`config.mk`:
```
export PLATFORM = sky130hd
export DESIGN_NAME = motion_code_decoder
export DESIGN_NICKNAME = d
export VERILOG_FILES = /design/src/rtl/motion_pkg.sv /design/src/rtl/motor_channel.sv /design/src/rtl/motion_code_decoder.sv
export SDC_FILE = /design/constraint.sdc
export NUM_CORES = 1
export LEC_CHECK = 0
export CORE_UTILIZATION = 30
export DETAILED_ROUTE_END_ITERATION = 7
export HOLD_SLACK_MARGIN = 0.15
export PLACE_DENSITY = 0.47
export SETUP_SLACK_MARGIN = 0.02
export SYNTH_ARGS = -nofsm -noshare
export SYNTH_HDL_FRONTEND = slang
export SYNTH_HIERARCHICAL = 1
export SYNTH_SLANG_ARGS = --single-unit
```
`constraint.sdc`:
```
create_clock -name CLK -period 1.9 [get_ports CLK]
set_clock_uncertainty 0.1 [all_clocks]
set_input_delay 0.19 -clock CLK [delete_from_list [all_inputs] [get_ports CLK]]
set_output_delay 0.19 -clock CLK [all_outputs]
set_load 0.01 [all_outputs]
```
`src/rtl/motion_pkg.sv`:
```
// Shared motion-code and motor-FSM definitions, used by the decoder and the
// pushbutton-to-code converter.
package motion_pkg;

  typedef enum logic [2:0] {
    CODE_STOP     = 3'b000,
    CODE_FWD      = 3'b001,
    CODE_REV      = 3'b010,
    CODE_RIGHT1X  = 3'b011,
    CODE_RIGHT2X  = 3'b100,
    CODE_LEFT1X   = 3'b101,
    CODE_LEFT2X   = 3'b110,
    CODE_INVALID  = 3'b111
  } motion_code_e;

  typedef enum logic [1:0] {
    ST_IDLE = 2'b00,
    ST_RUN  = 2'b01,
    ST_DEAD = 2'b10
  } motor_state_e;

  typedef enum logic [1:0] {
    REQ_OFF = 2'b00,
    REQ_FWD = 2'b01,
    REQ_REV = 2'b10
  } motor_req_e;

  typedef struct packed {
    motor_req_e left;
    motor_req_e right;
  } drive_req_t;

  localparam int unsigned DEAD_CNT_BITS = 8;

  function automatic drive_req_t decode_code(input motion_code_e code);
    drive_req_t r;
    r = '{left: REQ_OFF, right: REQ_OFF};
    case (code)
      CODE_FWD:     r = '{left: REQ_FWD, right: REQ_FWD};
      CODE_REV:     r = '{left: REQ_REV, right: REQ_REV};
      CODE_RIGHT1X: r = '{left: REQ_FWD, right: REQ_OFF};
      CODE_RIGHT2X: r = '{left: REQ_FWD, right: REQ_REV};
      CODE_LEFT1X:  r = '{left: REQ_OFF, right: REQ_FWD};
      CODE_LEFT2X:  r = '{left: REQ_REV, right: REQ_FWD};
      default:      r = '{left: REQ_OFF, right: REQ_OFF};
    endcase
    return r;
  endfunction

endpackage

```
`src/rtl/motor_channel.sv`:
```
// One motor: IDLE/RUN/DEAD FSM with direction register, reversal dead-time
// counter and registered EN/DIR outputs.
module motor_channel
  import motion_pkg::*;
#(
  parameter int unsigned DEAD_CYCLES = 16
) (
  input  logic       CLK,
  input  logic       RST_N,
  input  motor_req_e req,
  input  logic       pwm_on,
  output logic       en,
  output logic       dir,
  output logic       dead
);

  localparam logic [DEAD_CNT_BITS-1:0] DEAD_LOAD = DEAD_CNT_BITS'(DEAD_CYCLES - 1);

  motor_state_e               state, state_next;
  logic                       dir_q, dir_next;
  logic [DEAD_CNT_BITS-1:0]   cnt_q, cnt_next;
  logic                       en_d;

  // NOTE: sequential state uses non-blocking assignments so every register
  // samples pre-edge values, independent of statement order.
  always_ff @(posedge CLK or negedge RST_N) begin
    if (!RST_N) begin
      state <= ST_IDLE;
      dir_q <= 1'b1;
      cnt_q <= '0;
      en    <= 1'b0;
      dir   <= 1'b1;
    end else begin
      state <= state_next;
      dir_q <= dir_next;
      cnt_q <= cnt_next;
      en    <= en_d;
      dir   <= dir_q;
    end
  end

  // NOTE: every combinational output is defaulted first so no path leaves it
  // unassigned, which would otherwise infer a latch.
  always_comb begin
    state_next = state;
    dir_next   = dir_q;
    cnt_next   = cnt_q;
    case (state)
      ST_IDLE: begin
        if (req != REQ_OFF) begin
          state_next = ST_RUN;
          dir_next   = (req == REQ_FWD);
        end
      end
      ST_RUN: begin
        // Direction is frozen in RUN; a reversal must pass through DEAD.
        if (req == REQ_OFF) begin
          state_next = ST_IDLE;
        end else if ((req == REQ_FWD) != dir_q) begin
          state_next = ST_DEAD;
          cnt_next   = DEAD_LOAD;
        end
      end
      ST_DEAD: begin
        if (cnt_q != '0) begin
          cnt_next = cnt_q - 1'b1;
        end else if (req == REQ_OFF) begin
          state_next = ST_IDLE;
        end else begin
          state_next = ST_RUN;
          dir_next   = (req == REQ_FWD);
        end
      end
      default: state_next = ST_IDLE;
    endcase
  end

  always_comb begin
    en_d = (state == ST_RUN) && pwm_on;
    dead = (state == ST_DEAD);
  end

endmodule

```
`src/rtl/motion_code_decoder.sv`:
```
// Registers the motion code, decodes it into per-motor requests and drives two
// motor channels from a shared free-running PWM counter.
module motion_code_decoder
  import motion_pkg::*;
#(
  parameter int unsigned PWM_BITS    = 8,
  parameter int unsigned DUTY        = 192,
  parameter int unsigned DEAD_CYCLES = 16
) (
  input  logic       CLK,
  input  logic       RST_N,
  input  logic [2:0] CODE,
  output logic       LEFT_EN,
  output logic       LEFT_DIR,
  output logic       RIGHT_EN,
  output logic       RIGHT_DIR,
  output logic [2:0] ACTIVE_CODE,
  output logic       BUSY
);

  // One extra bit lets DUTY reach 2^PWM_BITS, i.e. always on.
  localparam logic [PWM_BITS:0] DUTY_CMP = (PWM_BITS + 1)'(DUTY);

  motion_code_e          code_q;
  logic [PWM_BITS-1:0]   pwm_cnt;
  logic                  pwm_on;
  drive_req_t            req;
  logic                  left_dead, right_dead;

  always_ff @(posedge CLK or negedge RST_N) begin
    if (!RST_N) begin
      code_q  <= CODE_STOP;
      pwm_cnt <= '0;
      BUSY    <= 1'b0;
    end else begin
      code_q  <= (CODE == CODE_INVALID) ? CODE_STOP : motion_code_e'(CODE);
      pwm_cnt <= pwm_cnt + PWM_BITS'(1);
      BUSY    <= left_dead || right_dead;
    end
  end

  always_comb begin
    pwm_on      = ({1'b0, pwm_cnt} < DUTY_CMP);
    req         = decode_code(code_q);
    ACTIVE_CODE = code_q;
  end

  motor_channel #(.DEAD_CYCLES(DEAD_CYCLES)) u_left (
    .CLK    (CLK),
    .RST_N  (RST_N),
    .req    (req.left),
    .pwm_on (pwm_on),
    .en     (LEFT_EN),
    .dir    (LEFT_DIR),
    .dead   (left_dead)
  );

  motor_channel #(.DEAD_CYCLES(DEAD_CYCLES)) u_right (
    .CLK    (CLK),
    .RST_N  (RST_N),
    .req    (req.right),
    .pwm_on (pwm_on),
    .en     (RIGHT_EN),
    .dir    (RIGHT_DIR),
    .dead   (right_dead)
  );

endmodule
```
==> reports/qor.yml <==
pin_count: 13
synth-seq-cells: 38
clock_latency_ns: 0.29
p_switching_mw: 1.02
finalSetupViolations: 0
fmax_mhz: 556
dp.cells: 266
cts_tree: "done"
worstPathMaxFanout: 5
h-tree-depth: 2
cts_sinks: 38
seqPwrFrac: 0.461
status: "completed"
overflow: 0
worstSetupPathType: "register to register"
drv_cap: 0
viasPerCell: 4.83
drcViolationCount: 0
cp-start-kind: "register"
power_leakage_nw: 1.03
dpl.hpwl_um: 2600
clockPowerShare: 0.193
min_period_over_period: 0.946
hold_viol: 0
cts_buffer_depth: 2
r2r-end: "u_right/cnt_q[6]"
r2r-start: "u_right/cnt_q[1]"
start_util: 0.316
cts.clk_slew.worst_paths_ns: 0.08
powerDensity_nw_per_um2: 1210
p_sw_frac: 0.344
diodes: 0
cp-startpoint: "u_right/cnt_q[1]"
r2r_slack_ns: 0.10
grt_pass1_vias: 1362
tns_ns: 0
rr_worst_depth: 6
fp.dieH_um: 81.6
syn_to_final_growth_pct: 28.9
relSlewSlack: 0.672
syn_inst: 166
dieWidth_um: 81.6
final_nets: 215
antenna_found_initial: 0
grt_max_degree: 21
combPwrFrac: 0.346
final.fill_count: 587
antenna_left: 0
slew_violations: 0
cts_buffers: 5
yosysSeqAreaShare: 0.503
layout-drive-gt1-share: 0.311
cp.arrival_ns: 1.87
drtIter0Drc: 22
instances_no_fill: 281
vias: 1358
gr-usage-all-layers: 0.125
crit_end: "u_right/cnt_q[6]"
syn-cell-area_sq_um: 1900
cts_root_buffer: "clkbuf_8"
hp-class: "input pin to async pin"
vdd_drop_max_mv: 0.529
rsz0062_at_grt: "true"
p_int_mw: 1.94
synth_area_per_cell_sq_um: 11.5
synthesis.nets: 176
avgRoutedWirePerCell_um: 13.1
firstDrtPassIters: 4
end_kind: "register"
coreArea_sq_um: 6030
yosys_warnings: 6
io_buffers: 12
worst_pin_slew_ns: 0.492
period_needed_ns: 1.80
cp.required_ns: 1.97
dieArea_sq_um: 6660
grt_pass1_wl_um: 6200
synthDistinctLibCells: 36
rows: 28
place_congestion: 0.726
drt_wl_total_um: 3690
-- timing repair --
action	CTS	global route
setup endpoints to repair	1	12
pin swaps	1	9
hold buffers	1	0
gates resized for setup	2	14
cloned	0	0
setup buffers	3	3
endpoints found under the hold margin	36	0
-- how the worst min path moves through the flow --
stage | cells past startpoint | to | slack, ns | start
CTS | 0 | u_left/dir | 0.30 | u_left/dir_q
global route | 0 | u_left/dir | 0.31 | u_left/dir_q
global placement | 1 | u_right/cnt_q[5] | 0.07 | RST_N
finish | 2 | u_right/cnt_q[6] | 0.29 | RST_N
detailed placement | 1 | u_right/cnt_q[6] | 0.09 | RST_N
floorplan | 0 | ACTIVE_CODE[0] | -0.21 | RST_N
-- power by group through the flow --
stage               clock, mW  combinational (mW)  sequential, mW
detailed placement          0               0.910            1.37
CTS                     0.601               0.926            1.36
global placement            0               0.897            1.35
finish                  0.570                1.02            1.36
global route            0.638                1.14            1.42
floorplan                   0               0.555            1.35
-- per-stage QoR --
step	util	total power, mW	instance area, sq um	hold slack (ns)	setup WS (ns)
finish	0.407	2.96	2450	0.291	0.102
global route	0.407	3.20	2450	0.310	-0.00609
CTS	0.392	2.89	2360	0.301	0.0329
detailed placement	0.370	2.28	2230	0.0868	-0.00762
global placement	0.370	2.25	2230	0.0736	0.0473
floorplan	-	1.90	1910	-0.206	0.0126
-- metal layers --
layer / part of all wire / track usage / up-vias / wire length (um)
met5: 0 / 0 / - / 0
met4: 0.012 / 0.0474 / 0 / 46
met3: 0.037 / 0.0422 / 5 / 135
met2: 0.47 / 0.200 / 15 / 1730
met1: 0.48 / 0.155 / 667 / 1780
li1: - / - / 671 / -
-- cells in the mapped netlist, drive strengths merged --
library cell / number / area, sq um
nand2: 9 / 33.8
or3b: 2 / 17.5
o21a: 2 / 15.0
a21boi: 5 / 37.5
a21oi: 12 / 82.6
xnor2: 10 / 87.6
nand2b: 6 / 37.5
o31ai: 4 / 30.0
nor4b: 2 / 47.6
and3: 1 / 6.26
or3: 2 / 22.5
and2b: 2 / 15.0
nor2b: 1 / 6.26
a2bb2oi: 4 / 35.0
inv: 8 / 30.0
nor2: 15 / 56.3
o21ai: 2 / 10.0
or4b: 4 / 47.6
o211ai: 2 / 25.0
nor3: 7 / 40.0
mux2i: 4 / 40.0
nor4: 2 / 25.0
dfstp: 4 / 105
or4: 4 / 30.0
xor2: 3 / 26.3
or2: 3 / 18.8
a211oi: 4 / 40.0
nand3: 3 / 20.0
ha: 5 / 62.6
dfrtp: 34 / 851
-- cell type report --
class	instances	area (sq um)	area share
tap	75	93.8	0.0383
multi-input combinational	120	992	0.405
timing repair buffer	32	284	0.116
clock inverter	2	12.5	0.00510
sequential	38	957	0.390
inverter	8	30.0	0.0122
clock buffer	6	82.6	0.0337
-- state kept, by name, summed over array words and instances (netlist names) --
name / count
u_right/dir_q: 1
u_left/en: 1
pwm_cnt: 8
ACTIVE_CODE: 3
u_right/state: 2
u_left/state: 2
u_left/dir_q: 1
u_left/dir: 1
u_right/en: 1
u_right/dir: 1
BUSY: 1
u_right/cnt_q: 8
u_left/cnt_q: 8
-- logic make-up after synthesis --
logic type / synth area share
compound gates: 0.145
mux: 0.0211
flops: 0.503
fa+ha+maj: 0.0329
simple gates: 0.223
xor+xnor: 0.0599
buf+inv: 0.0158
-- critical path, cell delays in order, from the launching register on --
cell      delay, ns
dfrtp_1        0.38
inv_1          0.11
ha_4           0.15
or4b_4         0.48
o211ai_4       0.26
or4_1          0.15
a21oi_1        0.06
-- cell usage in the layout (no fill, tap or decap), types with 2 or more instances in the layout --
cell type,n
dfrtp_1,33
buf_4,17
nor2_1,14
clkdlybuf4s50_1,11
a21oi_1,10
xnor2_1,9
nand2_1,9
inv_1,6
clkbuf_8,6
nand2b_1,6
nor3_1,6
or4b_4,4
mux2i_1,4
a2bb2oi_1,4
o31ai_1,4
or4_1,4
dfstp_2,4
a21boi_0,3
xor2_1,3
or2_2,3
ha_1,3
nand3_1,2
inv_2,2
and2b_1,2
or3b_4,2
a21oi_4,2
or3_4,2
o211ai_4,2
nor4b_4,2
a21boi_1,2
o21a_1,2
a211oi_1,2
nor4_2,2
a211oi_2,2
ha_4,2
Note: power is estimated with default switching activity, not from simulation.
